[src/rtl/ternary_pkg.sv]
// Package for the NTRU-HRSS ternary-plus stage.
// Holds the 2-bit ternary coefficient encoding, the polynomial size, the
// FSM state type and small coefficient arithmetic helpers shared by
// ternary_plus and ternary_corr_acc.
package ternary_pkg;

  localparam int N_COEF = 700;

  typedef logic [1:0] coef_t;

  localparam coef_t COEF_ZERO = 2'b00;
  localparam coef_t COEF_POS  = 2'b01;
  localparam coef_t COEF_NEG  = 2'b10;

  typedef enum logic {LOAD, EMIT} state_t;

  // Maps the illegal code 2'b11 onto zero; legal codes pass through.
  function automatic coef_t coef_clean(input coef_t c);
    return (c == 2'b11) ? COEF_ZERO : c;
  endfunction

  // Negation swaps +1 and -1; zero (and the illegal code) become zero.
  function automatic coef_t coef_neg(input coef_t c);
    case (c)
      COEF_POS: return COEF_NEG;
      COEF_NEG: return COEF_POS;
      default:  return COEF_ZERO;
    endcase
  endfunction

  // Signed product of two ternary coefficients, in {-1, 0, +1}.
  function automatic logic signed [1:0] coef_mul(input coef_t a, input coef_t b);
    if ((a == COEF_POS || a == COEF_NEG) && (b == COEF_POS || b == COEF_NEG))
      return (a == b) ? 2'sd1 : -2'sd1;
    return 2'sd0;
  endfunction

endpackage

[src/rtl/ternary_corr_acc.sv]
// Correlation accumulator t = sum v[i]*v[i+1] over one polynomial.
// Ports:
//   clk, rst      clock, synchronous active-high reset
//   clr           clears prev and t (end of polynomial)
//   en            a coefficient is accepted this cycle
//   coef_in       accepted coefficient (already cleaned of 2'b11)
//   t             current accumulated correlation (signed, TW bits)
//   t_next_neg    sign of t including the product of the coefficient on
//                 coef_in; valid while en is high
module ternary_corr_acc
  import ternary_pkg::*;
#(
  parameter int TW = 11
) (
  input  logic                 clk,
  input  logic                 rst,
  input  logic                 clr,
  input  logic                 en,
  input  coef_t                coef_in,
  output logic signed [TW-1:0] t,
  output logic                 t_next_neg
);

  coef_t                prev;
  logic signed [1:0]    prod;
  logic signed [TW-1:0] t_next;

  // prev is zero before the first beat, so the first product is zero and
  // no separate "index > 0" qualifier is needed.
  assign prod       = coef_mul(prev, coef_in);
  assign t_next     = t + {{(TW-2){prod[1]}}, prod};
  assign t_next_neg = t_next[TW-1];

  // NOTE: sequential state uses non-blocking assignments so every register
  // samples pre-edge values regardless of statement order.
  always_ff @(posedge clk) begin
    if (rst || clr) begin
      t    <= '0;
      prev <= COEF_ZERO;
    end else if (en) begin
      t    <= t_next;
      prev <= coef_in;
    end
  end

endmodule

[src/rtl/ternary_plus.sv]
// Ternary-plus stage: buffers N ternary coefficients, computes the
// neighbour correlation t, and re-emits the polynomial with every
// even-index coefficient negated when t < 0.
// Optional build macro: TERNARY_PLUS_VEC_OUT_EN adds a parallel copy of
// the corrected polynomial (out_vec) with a one-cycle vec_valid pulse.
// Ports:
//   clk, rst              clock, synchronous active-high reset
//   in_valid/in_ready     input coefficient handshake, in_coef data
//   out_valid/out_ready   output coefficient handshake, out_coef data
//   out_last              marks coefficient index N-1
//   flipped               sign decision of the current/last polynomial
//   busy                  high after the first input beat and while emitting
//   out_vec, vec_valid    (TERNARY_PLUS_VEC_OUT_EN only) parallel result
module ternary_plus
  import ternary_pkg::*;
#(
  parameter int N  = N_COEF,
  parameter int TW = $clog2(N) + 1
) (
  input  logic           clk,
  input  logic           rst,
  input  logic           in_valid,
  input  logic [1:0]     in_coef,
  output logic           in_ready,
  output logic           out_valid,
  output logic [1:0]     out_coef,
  input  logic           out_ready,
  output logic           out_last,
  output logic           flipped,
  output logic           busy
`ifdef TERNARY_PLUS_VEC_OUT_EN
  ,
  output logic [2*N-1:0] out_vec,
  output logic           vec_valid
`endif
);

  localparam int IW = $clog2(N);
  localparam logic [IW-1:0] IDX_LAST = IW'(N - 1);
  localparam logic signed [TW-1:0] T_MAX = TW'(N - 1);

  state_t               state, state_next;
  logic [IW-1:0]        idx;
  coef_t                coef_buf [N];
  coef_t                coef_in_c;
  coef_t                rd_coef;
  logic                 in_fire, out_fire, last_in, last_out;
  logic signed [TW-1:0] corr_t;
  logic                 t_next_neg;

  assign coef_in_c = coef_clean(in_coef);
  assign in_fire   = in_valid && in_ready;
  assign out_fire  = out_valid && out_ready;
  assign last_in   = in_fire && (idx == IDX_LAST);
  assign last_out  = out_fire && (idx == IDX_LAST);
  assign rd_coef   = coef_buf[idx];
  assign busy      = (state == EMIT) || (idx != '0);

  ternary_corr_acc #(.TW(TW)) u_acc (
    .clk        (clk),
    .rst        (rst),
    .clr        (last_out),
    .en         (in_fire),
    .coef_in    (coef_in_c),
    .t          (corr_t),
    .t_next_neg (t_next_neg)
  );

  // NOTE: every output of this block gets a default first, so no path
  // leaves a signal unassigned and no latch is inferred.
  always_comb begin
    state_next = state;
    in_ready   = 1'b0;
    out_valid  = 1'b0;
    out_last   = 1'b0;
    out_coef   = COEF_ZERO;
    case (state)
      LOAD: begin
        in_ready = 1'b1;
        if (last_in) state_next = EMIT;
      end
      EMIT: begin
        out_valid = 1'b1;
        out_last  = (idx == IDX_LAST);
        // Index 0 is even; idx[0] == 0 selects the even positions.
        out_coef  = (flipped && !idx[0]) ? coef_neg(rd_coef) : rd_coef;
        if (last_out) state_next = LOAD;
      end
      default: state_next = LOAD;
    endcase
  end

  always_ff @(posedge clk) begin
    if (rst) begin
      state   <= LOAD;
      idx     <= '0;
      flipped <= 1'b0;
    end else begin
      state <= state_next;
      if (last_in || last_out)
        idx <= '0;
      else if (in_fire || out_fire)
        idx <= idx + 1'b1;
      if (last_in)
        flipped <= t_next_neg;
    end
  end

  // NOTE: the coefficient buffer has no reset; its contents are only read
  // after a full LOAD has overwritten every entry.
  always_ff @(posedge clk) begin
    if (in_fire)
      coef_buf[idx] <= coef_in_c;
  end

  // |t| never exceeds N-1, which fits the signed accumulator.
  always_ff @(posedge clk) begin
    if (!rst)
      assert (corr_t <= T_MAX && corr_t >= -T_MAX);
  end

`ifdef TERNARY_PLUS_VEC_OUT_EN
  logic [2*N-1:0] vec_next;

  // The last coefficient is still on the input bus when the snapshot is
  // taken, and the flip decision is the one being registered this cycle.
  for (genvar g = 0; g < N; g++) begin : g_vec
    coef_t src;
    assign src = (g == N - 1) ? coef_in_c : coef_buf[g];
    assign vec_next[2*g+1:2*g] = (t_next_neg && (g % 2 == 0)) ? coef_neg(src) : src;
  end

  always_ff @(posedge clk) begin
    if (rst) vec_valid <= 1'b0;
    else     vec_valid <= last_in;
  end

  always_ff @(posedge clk) begin
    if (last_in && !rst)
      out_vec <= vec_next;
  end
`endif

endmodule

[config.mk]
export PLATFORM = sky130hd
export DESIGN_NAME = ternary_plus
export DESIGN_NICKNAME = d
export VERILOG_FILES = /design/src/rtl/ternary_pkg.sv /design/src/rtl/ternary_corr_acc.sv /design/src/rtl/ternary_plus.sv
export SDC_FILE = /design/constraint.sdc
export NUM_CORES = 2
export LEC_CHECK = 0
export ABC_AREA = 1
export ABC_CLOCK_PERIOD_IN_PS = 16900
export CAP_MARGIN = 5
export CORE_ASPECT_RATIO = 0.6
export CORE_MARGIN = 2
export CORE_UTILIZATION = 27
export CTS_CLUSTER_DIAMETER = 80
export CTS_CLUSTER_SIZE = 12
export DETAILED_ROUTE_END_ITERATION = 16
export SYNTH_ARGS = -nofsm -noshare
export SYNTH_HDL_FRONTEND = slang
export SYNTH_SLANG_ARGS = --single-unit
[constraint.sdc]
create_clock -name clk -period 16.9 [get_ports clk]
set_clock_uncertainty 0.15 [all_clocks]
set_input_delay 1.69 -clock clk [delete_from_list [all_inputs] [get_ports clk]]
set_output_delay 1.69 -clock clk [all_outputs]
set_load 0.02 [all_outputs]
==> results.txt <==
worst-path cell chain: buf_4 > buf_4 > buf_4 > nand3_1 > nand3_1 > nand3_1 > nand3_1 > nand3_1 > nand3_1 > nand2_1 > nand2_1 > nand3_1 > nand3_1 > nand2_1 > nand2_1 > nand2_1 > nor2_1 > clkdlybuf4s50_1
Global Route Usage Sum: 0.1539
clock root cell: clkbuf_16
fin crit period: 9.384 ns
most area-hungry cell type in the Yosys netlist: edfxtp_1
dpl hpwl: 101600 um
Worst Path Max Fanout: 72
number of synthesized flops with an enable pin: 1400
port bufs: 12
Pleak: 21.25 nW
Cells after DPL: 8360
Synth-to-Final Area Change: 10.54%
worst skew pair latency: 0.82 ns
Buf/Inv on CP: 4
power density cells: 106.6 nW/um2
die height: 373.4 um
Hold Path Origin: u_acc.t[0]
Crit path top cell by count: nand3_1
Ports: 13
area of the multi-input gates: 16190 um2
Netlist cell types: 37
cts bufs inserted: 145
crit end category: output port
Reg area: 42760 um2
Power Total: 0.007235 W
Post-CTS Hold Fix Bufs: 0
WS Path Type: reg2out
Final setup viols: 0
Slew @ Worst Pin: 1.401 ns
sequential area share after synthesis: 0.6961
CP Launch Type: flop
syn nets: 5690
FF+latch count, synth: 1435
outcome: completed
RSZ-0062 raised after global routing: false
antenna-violating nets left: 0
setup bufs post-CTS: 0
Synth Flop Type: edfxtp_1
Final period util: 0.5553
final hold vios: 0
layout cell share with drive strength beyond 1: 0.05239
largest net degree at the start of global routing: 240
Critical R2R Launch: state
initial antenna violation count: 7
Avg WL per Cell: 21.39 um
Nets: 5507
initial drt markers: 5922
fill count: 22920
vias in the first global route: 41110
Slew HR: 0.06477
top cell type's share of synthesized area: 0.6847
drt first pass iters: 6
Layout Cells excl Fill: 8552
Synth Cell Area: 61400 um2
peak supply drop: 0.06462 mV
starting density of the core: 0.2719
Max H-tree Level: 4
CTS resizes: 0
count leader, synth: edfxtp_1
Synth Instances: 5676
Critical Path RT: 15.06 ns
Sink Count: 1435
Max stage delay cell, worst path: dfxtp_4
Yosys warnings: 0
worst min path class: reg2reg
fin. max-slew vios: 0
crit path DAT: 7.54 ns
GPL Wtd Cong: 0.8443
Final Util: 0.3005
Max Root-Sink Buffers: 4
Largest delay share family, worst path: simple AND/OR/NAND/NOR gates
total congestion overflow: 0
average vias per placed instance: 5.027
number of remaining DRC errors: 0
chip width: 619.6 um
vias: 42990
DRT Wirelength: 182900 um
Clock Pin Slew Worst Setup and Hold Paths: 0.06 ns
Core Area: 225800 um2
Die ar.: 231400 um2
top post-synthesis cells by area: edfxtp_1 (68%), nand3_1 (8.9%), nand2_1 (7.9%)
commonest cells in the netlist: edfxtp_1 (1400), nand2_1 (1285), nand3_1 (1090)
CTS tree: yes
Max Freq: 0.1066 GHz
share of synthesized flip-flops with an asynchronous set or reset: 0
max capacitance violation total: 0
syn avg cell area: 10.82 um2
first-pass GRT wire length: 267600 um
FP Rows: 135
Setup TNS: 0 ns
slowest cell delay on critical path: 0.81 ns
report_power, final:
group / switching (W) / total, W / internal, W
Combinational: 0.000308 / 0.000406 / 0.0000986
Clock: 0.00133 / 0.00291 / 0.00159
Sequential: 0.00000980 / 0.00391 / 0.00390
worst reg2reg max path: stages, from the launching register on:
cell and delay (ns):
dfxtp_1 0.50, inv_1 0.44, nand2_1 0.10, buf_4 0.27, inv_2 0.70, nand2_2 0.89, nor2_1 0.51
layout make-up:
cell class / count / area share
Antenna cell: 3 / 0.0001106
Inverter: 92 / 0.005586
Timing Repair Buffer: 105 / 0.01279
Tap cell: 3014 / 0.05556
Sequential cell: 1435 / 0.6300
Clock inverter: 4 / 0.0004793
Multi-Input combinational cell: 3714 / 0.2386
Clock buffer: 185 / 0.05693
logic make-up after synthesis:
kind of cell    Yosys count  synth area share
compound gates          324           0.02916
xor+xnor                 18          0.002690
fa+ha+maj                 8          0.001630
buf+inv                 527           0.04116
flops                  1435            0.6961
simple gates           3364            0.2293
cells in the final DEF, fill, tap and decap left out, drive strengths merged, types with 12 or more instances in the layout:
master	netlist	layout
edfxtp	1400	1400
nand2	1288	1288
nand3	1092	1092
nor2	958	958
o21ai	200	200
clkbuf	177	185
buf	258	93
inv	89	92
o22ai	78	78
dfxtp	35	35
a21oi	22	22
nor3	21	21
xor2	13	13
o211ai	12	12
clkdlybuf4s50	0	12
sequential cells by signal (all words and copies together) (netlist names), named ones only:
name and flops:
coef_buf 1400, u_acc.t 11, idx 10, u_acc.prev 2
flipped 1, state 1
through the flow:
step	instance area [um2]	worst slack [ns]	hold slack [ns]
after floorplan	61400	4.032	0.2953
after global placement	63970	8.442	0.3034
after detailed placement	63970	8.419	0.3108
after CTS	67870	7.577	0.3214
after global routing	67870	7.117	0.3598
final	67870	7.516	0.3147
final timing paths:
kind / endpoint / slack [ns] / depth (start not counted)
max: out_coef[1] / 7.52 / 18
min: u_acc.t[0] / 0.31 / 2
max reg2reg: coef_buf[231][0] / 12.99 / 6
min reg2reg: u_acc.t[0] / 0.31 / 2
per-layer routing:
layer  vias to the layer above  wire length, um  track usage
li1                      19300                -            -
met1                     21160            80410       0.2243
met2                      2242            72940       0.2092
met3                       282            25420      0.06144
met4                         6             3844      0.03620
met5                         -              292     0.009298
(Power assumes the default switching activity.)
